`src/rtl/lc3b_scoreboard.sv`:
```
// Writer-side hazard scoreboard: per-register and CC pending-write counters that
// drive the decode-stage dependency stall.
module lc3b_scoreboard #(
  parameter int unsigned NUM_REGS = 8,
  parameter int unsigned CNT_W    = 2
) (
  input  logic                        clk,
  input  logic                        reset_n,
  input  logic                        issue,
  input  logic                        issue_ld_reg,
  input  logic [$clog2(NUM_REGS)-1:0] issue_drid,
  input  logic                        issue_ld_cc,
  input  logic                        retire,
  input  logic                        retire_ld_reg,
  input  logic [$clog2(NUM_REGS)-1:0] retire_drid,
  input  logic                        retire_ld_cc,
  input  logic                        flush,
  input  logic                        q_valid,
  input  logic [$clog2(NUM_REGS)-1:0] q_sr1,
  input  logic                        q_sr1_needed,
  input  logic [$clog2(NUM_REGS)-1:0] q_sr2,
  input  logic                        q_sr2_needed,
  input  logic                        q_br_cc,
  input  logic                        q_ld_reg,
  input  logic [$clog2(NUM_REGS)-1:0] q_drid,
  input  logic                        q_ld_cc,
  output logic                        dep_stall,
  output logic [NUM_REGS-1:0]         pend_mask,
  output logic                        cc_pending,
  output logic                        err_underflow
);

  localparam int unsigned IdxW = $clog2(NUM_REGS);
  localparam logic [CNT_W-1:0] CntMax = '1;

  logic [CNT_W-1:0]    reg_cnt_q [NUM_REGS];
  logic [CNT_W-1:0]    reg_cnt_d [NUM_REGS];
  logic [CNT_W-1:0]    cc_cnt_q, cc_cnt_d;
  logic [NUM_REGS-1:0] pend_mask_q, pend_mask_d;
  logic                cc_pending_q, cc_pending_d;
  logic                err_underflow_q, err_underflow_d;

  // Simultaneous inc and dec cancel; increments saturate rather than wrap.
  function automatic logic [CNT_W-1:0] cnt_step(input logic [CNT_W-1:0] cnt,
                                                input logic inc, input logic dec);
    cnt_step = cnt;
    if (inc && !dec && cnt != CntMax) begin
      cnt_step = cnt + CNT_W'(1);
    end else if (dec && !inc && cnt != '0) begin
      cnt_step = cnt - CNT_W'(1);
    end
  endfunction

  always_comb begin
    logic inc, dec, uf;
    uf = 1'b0;
    for (int unsigned r = 0; r < NUM_REGS; r++) begin
      inc = issue & issue_ld_reg & (issue_drid == IdxW'(r));
      dec = retire & retire_ld_reg & (retire_drid == IdxW'(r));
      reg_cnt_d[r] = cnt_step(reg_cnt_q[r], inc, dec);
      if (dec && !inc && reg_cnt_q[r] == '0) uf = 1'b1;
    end
    inc = issue & issue_ld_cc;
    dec = retire & retire_ld_cc;
    cc_cnt_d = cnt_step(cc_cnt_q, inc, dec);
    if (dec && !inc && cc_cnt_q == '0) uf = 1'b1;

    // Flush discards this cycle's issue/retire, including any underflow they imply.
    if (flush) begin
      for (int unsigned r = 0; r < NUM_REGS; r++) reg_cnt_d[r] = '0;
      cc_cnt_d = '0;
      uf       = 1'b0;
    end

    for (int unsigned r = 0; r < NUM_REGS; r++) pend_mask_d[r] = (reg_cnt_d[r] != '0);
    cc_pending_d    = (cc_cnt_d != '0);
    err_underflow_d = err_underflow_q | uf;
  end

  always_ff @(posedge clk) begin
    if (!reset_n) begin
      for (int unsigned r = 0; r < NUM_REGS; r++) reg_cnt_q[r] <= '0;
      cc_cnt_q        <= '0;
      pend_mask_q     <= '0;
      cc_pending_q    <= 1'b0;
      err_underflow_q <= 1'b0;
    end else begin
      for (int unsigned r = 0; r < NUM_REGS; r++) reg_cnt_q[r] <= reg_cnt_d[r];
      cc_cnt_q        <= cc_cnt_d;
      pend_mask_q     <= pend_mask_d;
      cc_pending_q    <= cc_pending_d;
      err_underflow_q <= err_underflow_d;
    end
  end

  always_comb begin
    dep_stall = 1'b0;
    if (q_valid) begin
      dep_stall = (q_sr1_needed && reg_cnt_q[q_sr1] != '0) ||
                  (q_sr2_needed && reg_cnt_q[q_sr2] != '0) ||
                  (q_br_cc      && cc_cnt_q != '0)         ||
                  (q_ld_reg     && reg_cnt_q[q_drid] == CntMax) ||
                  (q_ld_cc      && cc_cnt_q == CntMax);
    end
  end

  assign pend_mask     = pend_mask_q;
  assign cc_pending    = cc_pending_q;
  assign err_underflow = err_underflow_q;

endmodule

```
`config.mk`:
```
export PLATFORM = sky130hd
export DESIGN_NAME = lc3b_scoreboard
export DESIGN_NICKNAME = d
export VERILOG_FILES = /design/src/rtl/lc3b_scoreboard.sv
export SDC_FILE = /design/constraint.sdc
export NUM_CORES = 1
export LEC_CHECK = 0
export BUFFER_PORTS_ARGS = -buffer_cell sky130_fd_sc_hd__clkbuf_2
export CORE_MARGIN = 5
export CORE_UTILIZATION = 55
export CTS_CLUSTER_SIZE = 20
export DETAILED_ROUTE_END_ITERATION = 12
export PLACE_DENSITY = 0.78
export SLEW_MARGIN = 40
export SYNTH_ARGS = -nofsm -noshare
export SYNTH_HDL_FRONTEND = slang
export SYNTH_SLANG_ARGS = --single-unit
```
`constraint.sdc`:
```
create_clock -name clk -period 2.5 [get_ports clk]
set_clock_uncertainty 0.2 [all_clocks]
set_input_delay 0.25 -clock clk [delete_from_list [all_inputs] [get_ports clk]]
set_output_delay 0.25 -clock clk [all_outputs]
set_load 0.03 [all_outputs]
```
Word level (Yosys, flattened, before mapping)
Memory sizes are Yosys's and may differ from the RTL's.
Index checks and enable logic that the tools add are counted.
- bits in writable memories: 16
- register bits: 12
- memories kept: 1
- input bits: 30
- logic and storage cells: 221
- memory list (name ; words ; bits a word ; rd ports ; clocked after memory_dff ; wr ports ; line ; text):
    reg_cnt_q ; 8 ; 2 ; 11 ; 0 ; 8 ; 36 ; logic [CNT_W-1:0] reg_cnt_q [NUM_REGS];
- mux-type cells: 41
- add/subtract/negate cells: 18
- bitwise operators: 29
- equal/unequal tests: 25
- reductions and logical operators: 103
- operator list (operator ; number):
    2-bit two-way mux ; 27
    1-bit logical AND ; 50
    2-bit nonzero test ; 20
    3-bit equality test (second input constant) ; 8
    1-bit AND ; 20
    2-bit by 1-bit adder with 2-bit output (second input constant) ; 9
    1-bit zero test ; 18
    2-bit zero test ; 9
    2-bit != test (second input constant) ; 9
    2-bit by 1-bit subtractor with 2-bit output (second input constant) ; 9
    16-bit two-way mux ; 1
    1-bit two-way mux ; 13
    3-bit by 2-bit equality test with 1-bit output (second input constant) ; 4
    1-bit OR ; 9
    3-bit by 1-bit equality test with 1-bit output (second input constant) ; 2
    3-bit zero test ; 2
    2-bit equality test (second input constant) ; 2
    1-bit logical OR ; 4

Logic depth before layout (Yosys ltp)
- depth in word-level cells: 16
- mapped depth: 7
- depth with buffers taken out: 7

Worst setup path before layout
OpenSTA, ideal clock, no wires.
- path type: input-to-output
- start point: in q_sr1[0]
- end point: out dep_stall
- setup slack: 0.534 ns
- cell stages on the path: 6
- arrival: 1.516 ns
- cell sequence: clkbuf_1 -> nor3_1 -> a21oi_1 -> nor2_1 -> o311a_1 -> o211ai_1
- longest elaborated chain between the ends: 8
- ends and longest elaborated chain (what ; line ; text):
    start: declaration ; 19 ; input logic [$clog2(NUM_REGS)-1:0] q_sr1,
    memory read 8 x 2 bit ; -- ;
    2-bit nonzero test ; 99 ; dep_stall = (q_sr1_needed && reg_cnt_q[q_sr1] != '0) ||
    1-bit logical AND ; 99 ;
    1-bit logical OR ; 99 ;
    1-bit logical OR ; 100 ; (q_sr2_needed && reg_cnt_q[q_sr2] != '0) ||
    1-bit logical OR ; 101 ; (q_br_cc && cc_cnt_q != '0) ||
    1-bit logical OR ; 102 ; (q_ld_reg && reg_cnt_q[q_drid] == CntMax) ||
    1-bit two-way mux ; 98 ; if (q_valid) begin
    end: declaration ; 27 ; output logic dep_stall,
No other way between the ends.

==> flow_metrics.env <==
export IMPL_cp_required_ps=2050
export IMPL_hp_class="input port to flop"
export IMPL_synth_yosys_seq_area_share_pct=23.62
export IMPL_count_of_pins_over_their_slew_limit=0
export IMPL_drc_violations_left=0
export IMPL_synthesis_instances=265
export IMPL_place_congestion=0.9853
export IMPL_design_core_area_mm2=0.004086
export IMPL_cts_hold_fix_buffers=1
export IMPL_postSynth_topFlopCell="dfxtp_1"
export IMPL_detailedPlacementHpwl_um=4480
export IMPL_register_bit_total_from_synthesis=28
export IMPL_detailedRoute_firstIterationViolations=152
export IMPL_min_from="flush"
export IMPL_core_rowCount=23
export IMPL_timing_critical_path_max_delay_family="multiplexers"
export IMPL_rr_worst_depth=5
export IMPL_crit_slowest_cell="mux4_2"
export IMPL_critPathBufInv=1
export IMPL_critical_path_cell_chain="nand2_1, mux4_2, mux2i_1, nand4_1, o211ai_1, clkbuf_2"
export IMPL_global_route_overflow_total=0
export IMPL_cp_num_cells=6
export IMPL_post_route_cells_drive_above_1_share_pct=22.85
export IMPL_routed_length_per_instance_um=16.66
export IMPL_timing_max_slew_rel_slack_pct=67.66
export IMPL_totalWireLength_um=5864
export IMPL_critical_path_reg2reg_startpoint="reg_cnt_q[6][0]"
export IMPL_hold_depth=4
export IMPL_worst_slew_pin_transition_ps=484.2
export IMPL_timing_final_crit_share_pct=93.92
export IMPL_diodes=0
export IMPL_clockBufferDepth=2
export IMPL_timing_fmax_mhz=425.9
export IMPL_grt_pass1_wl_um=9404
export IMPL_worst_hold_endpoint="err_underflow"
export IMPL_synth_net_count=313
export IMPL_dieArea_mm2=0.005729
export IMPL_fillCellCount=349
export IMPL_rsz0062_at_grt="no"
export IMPL_worstPathArrival_ps=1900
export IMPL_routed_via_density=6.239
export IMPL_post_cts_resize_count=0
export IMPL_hold_viol=0
export IMPL_cpPeakStageDelay_ps=480
export IMPL_clk_pin_slew_worst_paths_ps=110
export IMPL_cts_tree="done"
export IMPL_cts_sinks=28
export IMPL_synth_largest_type_area_fraction_pct=23.62
export IMPL_antenna_found_initial=0
export IMPL_synth_warnings=0
export IMPL_synth_edf_count=0
export IMPL_synth_cell_type_count=58
export IMPL_cts_made_buffers=3
export IMPL_crit_path_end_kind="output pin"
export IMPL_dr_total_vias=2196
export IMPL_avgSynthCellArea_um2=8.957
export IMPL_irDropWorstVdd_uv=226.9
export IMPL_reg2reg_slack_ps=590
export IMPL_io_pins=41
export IMPL_placement_io_buffers=40
export IMPL_regToRegEndpoint="pend_mask[6]"
export IMPL_setup_tns_final_ps=0
export IMPL_synth_largest_area_cell="dfxtp_1"
export IMPL_cts_htree_levels=1
export IMPL_postRouteAntennaNets=0
export IMPL_async_reset_ff_share_pct=0
export IMPL_worstSetupPathType="flop to output pin"
export IMPL_start_util_pct=58.08
export IMPL_grt_total_usage_pct=21.38
export IMPL_clock_root_buffer="clkbuf_8"
export IMPL_area_growth_syn_to_layout_pct=11.97
export IMPL_leakage_nw=0.9819
export IMPL_num_nets_final=351
export IMPL_power_density_mw_per_mm2=380.6
export IMPL_cap_viol_max_count=0
export IMPL_postCtsSetupBuffers=0
export IMPL_status="finished clean"
export IMPL_die_w_um=75.69
export IMPL_finalHoldWorstSlack_ps=95.90
export IMPL_first_global_vias=1956
export IMPL_dieHeight_um=75.69
export IMPL_cell_types_with_the_largest_area_share_after_synthesis="dfxtp_1 24%, ha_1 9.5%, a2111oi_4 7.0%"
export IMPL_netlist_top_cells_count="31 x nor2_1, 28 x dfxtp_1, 23 x inv_1, 18 x ha_1, 17 x nand2_1"
export IMPL_crit_fanout=7
export IMPL_yosys_cell_count_top_type="nor2_1"
export IMPL_timing_final_setup_violations=0
export IMPL_critical_path_startpoint_type="flop"
export IMPL_drt_first_pass_iters=5
export IMPL_clock_latency_ps=280
export IMPL_grt_max_degree=28
export IMPL_post_route_min_period_ps=2348
export IMPL_synth_area_mm2=0.002374
tightest hold or removal path, stage by stage:
cell      delay, ps
clkbuf_2         70
inv_1            40
o21ai_0         150
a31oi_1          40
through the flow:
| stage | cell area (um^2) | instances | setup slack [ps] | util, % | power, mW |
|---|---|---|---|---|---|
| floorplan | 2374 | 265 | 533.7 | - | 0.5916 |
| global placement | 2576 | 347 | 433.3 | 63.04 | 0.6464 |
| detailed placement | 2576 | 347 | 440.9 | 63.04 | 0.6483 |
| CTS | 2658 | 352 | 161.8 | 65.03 | 1.016 |
| global route | 2658 | 352 | 34.06 | 65.03 | 1.055 |
| finish | 2658 | 352 | 152.0 | 65.03 | 1.011 |
kinds of logic (layout without fill, tap and decap cells):
logic type                 count (synthesis)  in the layout  share of synthesized area, %
and+or+nand+nor                           92             92                         21.19
AOI/OAI and AO/OA                         77             77                         30.68
buffers and inverters                     33             70                         7.222
DFF                                       28             28                         23.62
adders and majority gates                 18             18                         9.489
xor gates and xnor gates                   9              9                         3.321
muxes                                      8              8                         4.481
cells in the final DEF, fill, tap and decap left out, drive strengths merged, types with 3 or more instances in the layout:
cell,instances
a2111oi,10
a211oi,14
a21oi,11
a221oi,6
a22oi,3
a311oi,3
a31oi,5
and4,3
clkbuf,43
dfxtp,28
ha,18
inv,23
mux2i,5
nand2,17
nand2b,3
nand3,8
nor2,32
nor2b,3
nor3,10
o2111ai,4
o21ai,8
xnor2,9
registers in the layout, summed over array words and instances (netlist names):
name and cells:
err_underflow 1, pend_mask 8, cc_pending 1, reg_cnt_q 16, cc_cnt_q 2
per-layer routing:
layer  track usage [%]  vias up  routed length (um)
li1                  -     1084                   -
met1             30.41     1012                2736
met2             33.37       94                2639
met3             3.034        6                 422
met4             6.796        0                  65
met5                 0        -                   0
how the worst max path moves through the flow:
stage               startpoint  slack [ps]           end
4_1_cts        reg_cnt_q[4][0]         160     dep_stall
3_5_place_dp     issue_drid[2]         440  pend_mask[4]
6_report       reg_cnt_q[4][1]         150     dep_stall
5_1_grt        reg_cnt_q[4][1]          30     dep_stall
3_3_place_gp     issue_drid[2]         430  pend_mask[4]
2_1_floorplan         q_sr1[0]         530     dep_stall
power by group:
part / internal (mW) / leakage, nW / switching [mW]
sequential: 0.452 / 0.226 / 0.00554
combinational: 0.0713 / 0.720 / 0.113
clock: 0.215 / 0.0357 / 0.155
total: 0.738 / 0.982 / 0.273
final cells by class:
| type | instances | area (um^2) | share of cell area (%) |
|---|---|---|---|
| clock inverters | 1 | 30.03 | 1.130 |
| repair buffers | 42 | 217.7 | 8.192 |
| well taps | 50 | 62.56 | 2.354 |
| multi-input cells | 204 | 1642 | 61.77 |
| flip-flops and latches | 28 | 560.5 | 21.09 |
| inverters | 24 | 103.9 | 3.908 |
| clock buffers | 3 | 41.29 | 1.554 |
(Power assumes the default switching activity.)
